$ cat src/rtl/jtopll_wrq_if.sv
// CPU-side strobe bus and MMR-side replay/status signals for the OPLL write queue.
`timescale 1ns/1ps
interface jtopll_wrq_if #(parameter int DEPTH = 8);
    localparam int LW = $clog2(DEPTH) + 1;

    logic          cen;
    logic          cs_n;
    logic          wr_n;
    logic          cpu_addr;
    logic [7:0]    cpu_din;
    logic          write;
    logic          addr;
    logic [7:0]    dout;
    logic          busy;
    logic          full;
    logic          ovf;
    logic [LW-1:0] level;

    modport slave (
        input  cen, cs_n, wr_n, cpu_addr, cpu_din,
        output write, addr, dout, busy, full, ovf, level
    );

    modport master (
        output cen, cs_n, wr_n, cpu_addr, cpu_din,
        input  write, addr, dout, busy, full, ovf, level
    );
endinterface

$ cat src/rtl/jtopll_wrq.sv
// Buffers CPU writes to the OPLL and replays them to the MMR, spaced by
// the chip's address/data access times counted in cen ticks.
`timescale 1ns/1ps
module jtopll_wrq #(
    parameter int DEPTH     = 8,
    parameter int ADDR_WAIT = 12,
    parameter int DATA_WAIT = 84
) (
    input  logic         clk,
    input  logic         rst,
    jtopll_wrq_if.slave  bus
);
    localparam int PW   = $clog2(DEPTH);
    localparam int LW   = PW + 1;
    localparam int MAXW = (ADDR_WAIT > DATA_WAIT) ? ADDR_WAIT : DATA_WAIT;
    localparam int CW   = $clog2(MAXW + 1);

    typedef struct packed {
        logic       addr;
        logic [7:0] data;
    } entry_t;

    typedef enum logic {IDLE, WAIT} state_t;

    // capture and FIFO state
    logic          wr_l_q;
    entry_t        mem_q [DEPTH];
    logic [PW-1:0] wptr_q, wptr_d;
    logic [PW-1:0] rptr_q, rptr_d;
    logic [LW-1:0] level_q, level_d;
    logic          ovf_q;

    // pacer state
    state_t        state_q;
    logic [CW-1:0] cnt_q;
    logic          write_q;
    logic          addr_q;
    logic [7:0]    dout_q;

    logic   push, pop, accept, empty, is_full;
    entry_t head;

    assign empty   = (level_q == '0);
    assign is_full = (level_q == LW'(DEPTH));
    assign push    = wr_l_q & ~bus.wr_n & ~bus.cs_n;
    assign pop     = (state_q == IDLE) & ~empty;
    // a pop in the same cycle frees the slot, so a full FIFO still accepts
    assign accept  = push & (~is_full | pop);
    assign head    = mem_q[rptr_q];

    always_comb begin
        wptr_d  = wptr_q;
        rptr_d  = rptr_q;
        level_d = level_q;
        if (accept)
            wptr_d = wptr_q + 1'b1;
        if (pop)
            rptr_d = rptr_q + 1'b1;
        if (accept && !pop)
            level_d = level_q + 1'b1;
        else if (pop && !accept)
            level_d = level_q - 1'b1;
    end

    always_ff @(posedge clk) begin
        if (rst) begin
            wr_l_q  <= 1'b1;
            wptr_q  <= '0;
            rptr_q  <= '0;
            level_q <= '0;
            ovf_q   <= 1'b0;
        end else begin
            wr_l_q  <= bus.wr_n;
            wptr_q  <= wptr_d;
            rptr_q  <= rptr_d;
            level_q <= level_d;
            if (push && !accept)
                ovf_q <= 1'b1;
        end
    end

    // storage needs no reset: the pointers define what is valid
    always_ff @(posedge clk) begin
        if (!rst && accept)
            mem_q[wptr_q] <= '{addr: bus.cpu_addr, data: bus.cpu_din};
    end

    always_ff @(posedge clk) begin
        if (rst) begin
            state_q <= IDLE;
            cnt_q   <= '0;
            write_q <= 1'b0;
            addr_q  <= 1'b0;
            dout_q  <= 8'h00;
        end else begin
            write_q <= 1'b0;
            case (state_q)
                IDLE: begin
                    if (!empty) begin
                        write_q <= 1'b1;
                        addr_q  <= head.addr;
                        dout_q  <= head.data;
                        cnt_q   <= head.addr ? CW'(DATA_WAIT) : CW'(ADDR_WAIT);
                        state_q <= WAIT;
                    end
                end
                WAIT: begin
                    if (bus.cen) begin
                        cnt_q <= cnt_q - 1'b1;
                        if (cnt_q == CW'(1))
                            state_q <= IDLE;
                    end
                end
                default: state_q <= IDLE;
            endcase
        end
    end

    assign bus.write = write_q;
    assign bus.addr  = addr_q;
    assign bus.dout  = dout_q;
    assign bus.busy  = ~empty | (state_q != IDLE);
    assign bus.full  = is_full;
    assign bus.ovf   = ovf_q;
    assign bus.level = level_q;
endmodule

$ cat src/flat_wrapper.sv
// flat-port wrapper written by rule: the top's interface ports become plain ports
module jtopll_wrq_flat 
#(
    parameter int DEPTH     = 8,
    parameter int ADDR_WAIT = 12,
    parameter int DATA_WAIT = 84
)
  (clk, rst, bus_cen, bus_cs_n, bus_wr_n, bus_cpu_addr, bus_cpu_din, bus_write, bus_addr, bus_dout, bus_busy, bus_full, bus_ovf, bus_level);
  jtopll_wrq_if #(.DEPTH(DEPTH)) bus_i ();
  input  logic clk;
  input  logic rst;
  input wire logic [$bits(bus_i.cen)-1:0] bus_cen;
  input wire logic [$bits(bus_i.cs_n)-1:0] bus_cs_n;
  input wire logic [$bits(bus_i.wr_n)-1:0] bus_wr_n;
  input wire logic [$bits(bus_i.cpu_addr)-1:0] bus_cpu_addr;
  input wire logic [$bits(bus_i.cpu_din)-1:0] bus_cpu_din;
  output wire logic [$bits(bus_i.write)-1:0] bus_write;
  output wire logic [$bits(bus_i.addr)-1:0] bus_addr;
  output wire logic [$bits(bus_i.dout)-1:0] bus_dout;
  output wire logic [$bits(bus_i.busy)-1:0] bus_busy;
  output wire logic [$bits(bus_i.full)-1:0] bus_full;
  output wire logic [$bits(bus_i.ovf)-1:0] bus_ovf;
  output wire logic [$bits(bus_i.level)-1:0] bus_level;
  assign bus_i.cen = bus_cen;
  assign bus_i.cs_n = bus_cs_n;
  assign bus_i.wr_n = bus_wr_n;
  assign bus_i.cpu_addr = bus_cpu_addr;
  assign bus_i.cpu_din = bus_cpu_din;
  assign bus_write = bus_i.write;
  assign bus_addr = bus_i.addr;
  assign bus_dout = bus_i.dout;
  assign bus_busy = bus_i.busy;
  assign bus_full = bus_i.full;
  assign bus_ovf = bus_i.ovf;
  assign bus_level = bus_i.level;
  jtopll_wrq #(.DEPTH(DEPTH), .ADDR_WAIT(ADDR_WAIT), .DATA_WAIT(DATA_WAIT)) u_core (.clk(clk), .rst(rst), .bus(bus_i));
endmodule
$ cat config.mk
export PLATFORM = sky130hd
export DESIGN_NAME = jtopll_wrq_flat
export DESIGN_NICKNAME = d
export VERILOG_FILES = /design/src/rtl/jtopll_wrq_if.sv /design/src/rtl/jtopll_wrq.sv /design/src/flat_wrapper.sv
export SDC_FILE = /design/constraint.sdc
export NUM_CORES = 1
export LEC_CHECK = 0
export ABC_AREA = 1
export CAP_MARGIN = 20
export CELL_PAD_IN_SITES_DETAIL_PLACEMENT = 1
export CELL_PAD_IN_SITES_GLOBAL_PLACEMENT = 2
export CORE_MARGIN = 2
export CORE_UTILIZATION = 38
export DETAILED_ROUTE_END_ITERATION = 12
export PLACE_DENSITY = 0.82
export SYNTH_ARGS = -nofsm -noshare
export SYNTH_HDL_FRONTEND = slang
export SYNTH_SLANG_ARGS = --single-unit
$ cat constraint.sdc
create_clock -name clk -period 2.4 [get_ports clk]
set_input_delay 0.24 -clock clk [delete_from_list [all_inputs] [get_ports clk]]
set_output_delay 0.24 -clock clk [all_outputs]
set_load 0.05 [all_outputs]
==> key figures <==
Yosys
  • Fraction of post-synthesis cell area in the top cell type by area: between 40% and 50%
  • Number of flops mapped to enable cells by yosys: between 70 and 80
  • Post-synthesis area per instance: approximately 10 µm²
  • Sequential share of the synthesized area: approximately 63%
  • Dominant synthesized flop cell: edfxtp_1
  • FF+latch count, synth: ~110
  • Number of distinct standard cells referenced by the synthesized netlist: 30
  • Post-synth top area cell: edfxtp_1
  • Async SR Flop Fraction: 0%
  • Post-synth design cell area: 4470 µm²
  • Syn. warnings: 0
  • Leading cell types by total area after synthesis: edfxtp_1, dfxtp_1, nor2_1
  • Most numerous cell types in the synthesized netlist: nor2_1, edfxtp_1, nand2_1
  • Number of standard cells after synthesis: 429
  • Leading cell type by number of instances after synthesis: nor2_1
  • Synthesized Nets: between 400 and 500

Global route
  • Via count of the first global-routing pass: about 3,300
  • Initial antenna violation count: 0
  • Maximum number of pins on one net before global-route repair: 37
  • Global-route wire length before repair: roughly 17 mm
  • GRT Residual Overflow: 0
  • Total Routing Usage GR: approximately 18%

Floorplan
  • DIE AREA: between 10,000 and 15,000 µm²
  • Core area: roughly 11,000 µm²
  • Initial Utilization: approximately 39%
  • Chip width: between 100 and 150 µm
  • Number of I/O pins: 31
  • Die Y-Extent: around 110 µm
  • Cell Rows: 39

Cells and area
  • ANT cells: 0
  • Count of nets after finishing: between 400 and 500
  • Layout-stage area growth over the synthesis result: 17.7%
  • Share of cells above drive strength 1: around an eighth

Detailed routing
  • WL/cell: about 17 µm
  • Via count: roughly 3,100
  • Residual DRC count: 0
  • Via density: 5.06
  • Drt first pass iters: 4
  • Final antenna-violating net count: 0
  • Number of violations reported at the end of detailed-routing iteration 0: approximately 130
  • Total Routed Length: 10.8 mm

Power
  • Leakage power: 1.94 nW
  • Maximum VDD drop: about 0.64 mV
  • Power per Cell Area: about 1200 nW/µm²

Place
  • Routability congestion estimate: between 0.7 and 0.8
  • Buffers added on ports: 30
  • DPL Wire Length: 6.75 mm

Min path
  • Worst hold path endpoint: u_core.wr_l_q$_SDFF_PP1_
  • Min-Delay Startpoint: bus_wr_n
  • Number of stages on the worst hold path: 3
  • Class of the tightest hold or removal check: in2reg

Outcome
  • Result of the run: complete, no violations

Critical path
  • Type of destination of the critical path: output pin
  • Max Fanout on Critical Path: 5
  • Arrival time of the worst setup path: a little under 2000 ps
  • Critical path launch point type: flip-flop
  • Worst r2r src: u_core.bus.level[0]$_SDFFE_PP0P_
  • Register-to-register path setup slack: around 350 ps
  • Worst Path Class, Setup: reg2out
  • Worst Reg-to-Reg Cells: 13
  • Cell-by-cell trace of the critical path: inv_2 -> nor4_2 -> clkdlybuf4s50_1
  • Capturing point of the worst reg2reg path: u_core.bus.level[3]$_SDFFE_PP0P_
  • Required time reported for the critical path endpoint: ~2200 ps
  • Slowest-stage cell, CP: clkdlybuf4s50_1
  • Delay of the slowest cell on the worst path: 860 ps

Timing
  • Portion of the clock cycle consumed by the worst path in the final layout: roughly 90%
  • Hold Fails Final Rpt: 0
  • Fmax: 0.452 GHz
  • Fin Clk Skew: 7.13 ps
  • Pin slew with the least headroom to its limit: roughly 500 ps
  • Shortest period the worst path allows: 2210 ps
  • Setup violations, final: 0
  • Setup repair after global routing missed its margin: no
  • Post-route setup TNS: 0 ps
  • Relative slew margins: around two thirds
  • Number of max-slew violations in the final report: 0
  • Hold Slack: ~450 ps

Clocking
  • CTS Buffer Depth: 2
  • Skew-Pair Late Insertion Delay: approximately 350 ps
  • Worst-path clk slew: roughly 70 ps
  • H-tree Lvls: 3
  • Buffer count from post-CTS setup fixing: 0
  • Number of clock sinks: ~110
  • Number of resized instances in the post-cts repair step: 0
  • CTS tree: done
  • Number of buffers created by CTS: 9
  • Hold bufs inserted after CTS: 0
  • Root cell of the clock tree: clkbuf_16

Flow run
  • Max-cap violations: 0
worst max path at each step:
stage,slack [ps],cells after the start,from,to
after floorplan,90,13,u_core.bus.level[0]$_SDFFE_PP0P_,u_core.bus.level[3]$_SDFFE_PP0P_
after global placement,150,15,bus_wr_n,u_core.bus.level[3]$_SDFFE_PP0P_
after detailed placement,110,15,bus_wr_n,u_core.bus.level[3]$_SDFFE_PP0P_
after CTS,150,3,u_core.bus.level[3]$_SDFFE_PP0P_,bus_full
after global routing,50,3,u_core.bus.level[3]$_SDFFE_PP0P_,bus_full
final,190,3,u_core.bus.level[3]$_SDFFE_PP0P_,bus_full
where the power goes:
group          switching [W]  internal (W)  total, W
clock               0.000692      0.000926   0.00162
sequential          0.000184       0.00212   0.00231
combinational        0.00154      0.000748   0.00229
critical path, delay by kind of cell (launching register included):
kind / cells / cell delay [ps]
flip-flops: 1 / 440
buffers and inverters: 2 / 930
AND/OR/NAND/NOR: 1 / 260
sequential cells by signal (all words and copies together), names as in the netlist, named ones only:
signal	count
u_core.wptr_q	3
u_core.cnt_q	7
u_core.bus.addr	1
u_core.bus.level	4
u_core.rptr_q	3
u_core.state_q	1
u_core.bus.ovf	1
u_core.bus.write	1
u_core.mem_q	72
u_core.wr_l_q	1
u_core.bus.dout	8
kinds of logic (layout without fill, tap and decap cells):
group	after synthesis	count (layout)	share of synthesized area [%]
buffers and inverters	54	99	6.33
adders and majority gates	8	8	2.41
and+or+nand+nor	190	190	18.8
AOI/OAI and AO/OA	68	68	8.46
DFF	105	105	63.2
xor gates and xnor gates	4	4	0.784
cell type report:
type,instances,area [µm²]
clock buffers,9,225
fillers,1278,6210
multi-input cells,270,1360
inverters,37,146
flip-flops and latches,105,2820
well taps,143,179
clock inverters,7,101
repair buffers,46,420
per-stage QoR:
stage / setup slack [ps] / power, W / cells / cell area, µm² / utilization, %
3_3_place_gp: 152 / 0.00458 / 601 / 4930 / 43.0
3_5_place_dp: 111 / 0.00466 / 601 / 4930 / 43.0
5_1_grt: 46.2 / 0.00658 / 617 / 5260 / 45.8
2_1_floorplan: 87.9 / 0.00406 / 429 / 4470 / -
6_report: 185 / 0.00621 / 617 / 5260 / 45.8
4_1_cts: 151 / 0.00629 / 617 / 5260 / 45.8
placed cells by master, fill, tap and decap left out, drive strengths merged:
cell / netlist / routed
a311oi: 1 / 1
nand2: 54 / 54
o21ai: 42 / 42
or2: 1 / 1
xnor2: 2 / 2
nor2: 88 / 88
clkdlybuf4s50: 0 / 30
fa: 1 / 1
nand3: 39 / 39
clkinv: 0 / 3
nor4: 3 / 3
ha: 7 / 7
a21oi: 22 / 22
bufinv: 0 / 2
a31oi: 2 / 2
xor2: 2 / 2
inv: 37 / 39
o22ai: 1 / 1
edfxtp: 72 / 72
nor3: 3 / 3
clkbuf: 0 / 9
nand4: 2 / 2
buf: 17 / 16
dfxtp: 33 / 33
routing by layer:
| layer | GRT usage (%) | wire [µm] | vias to the layer above |
|---|---|---|---|
| li1 | - | - | 1538 |
| met1 | 23.1 | 4930 | 1531 |
| met2 | 30.9 | 5370 | 40 |
| met3 | 2.92 | 290 | 13 |
| met4 | 6.42 | 185 | 0 |
| met5 | 0 | 0 | - |
Power figures use the tool's default switching activity.
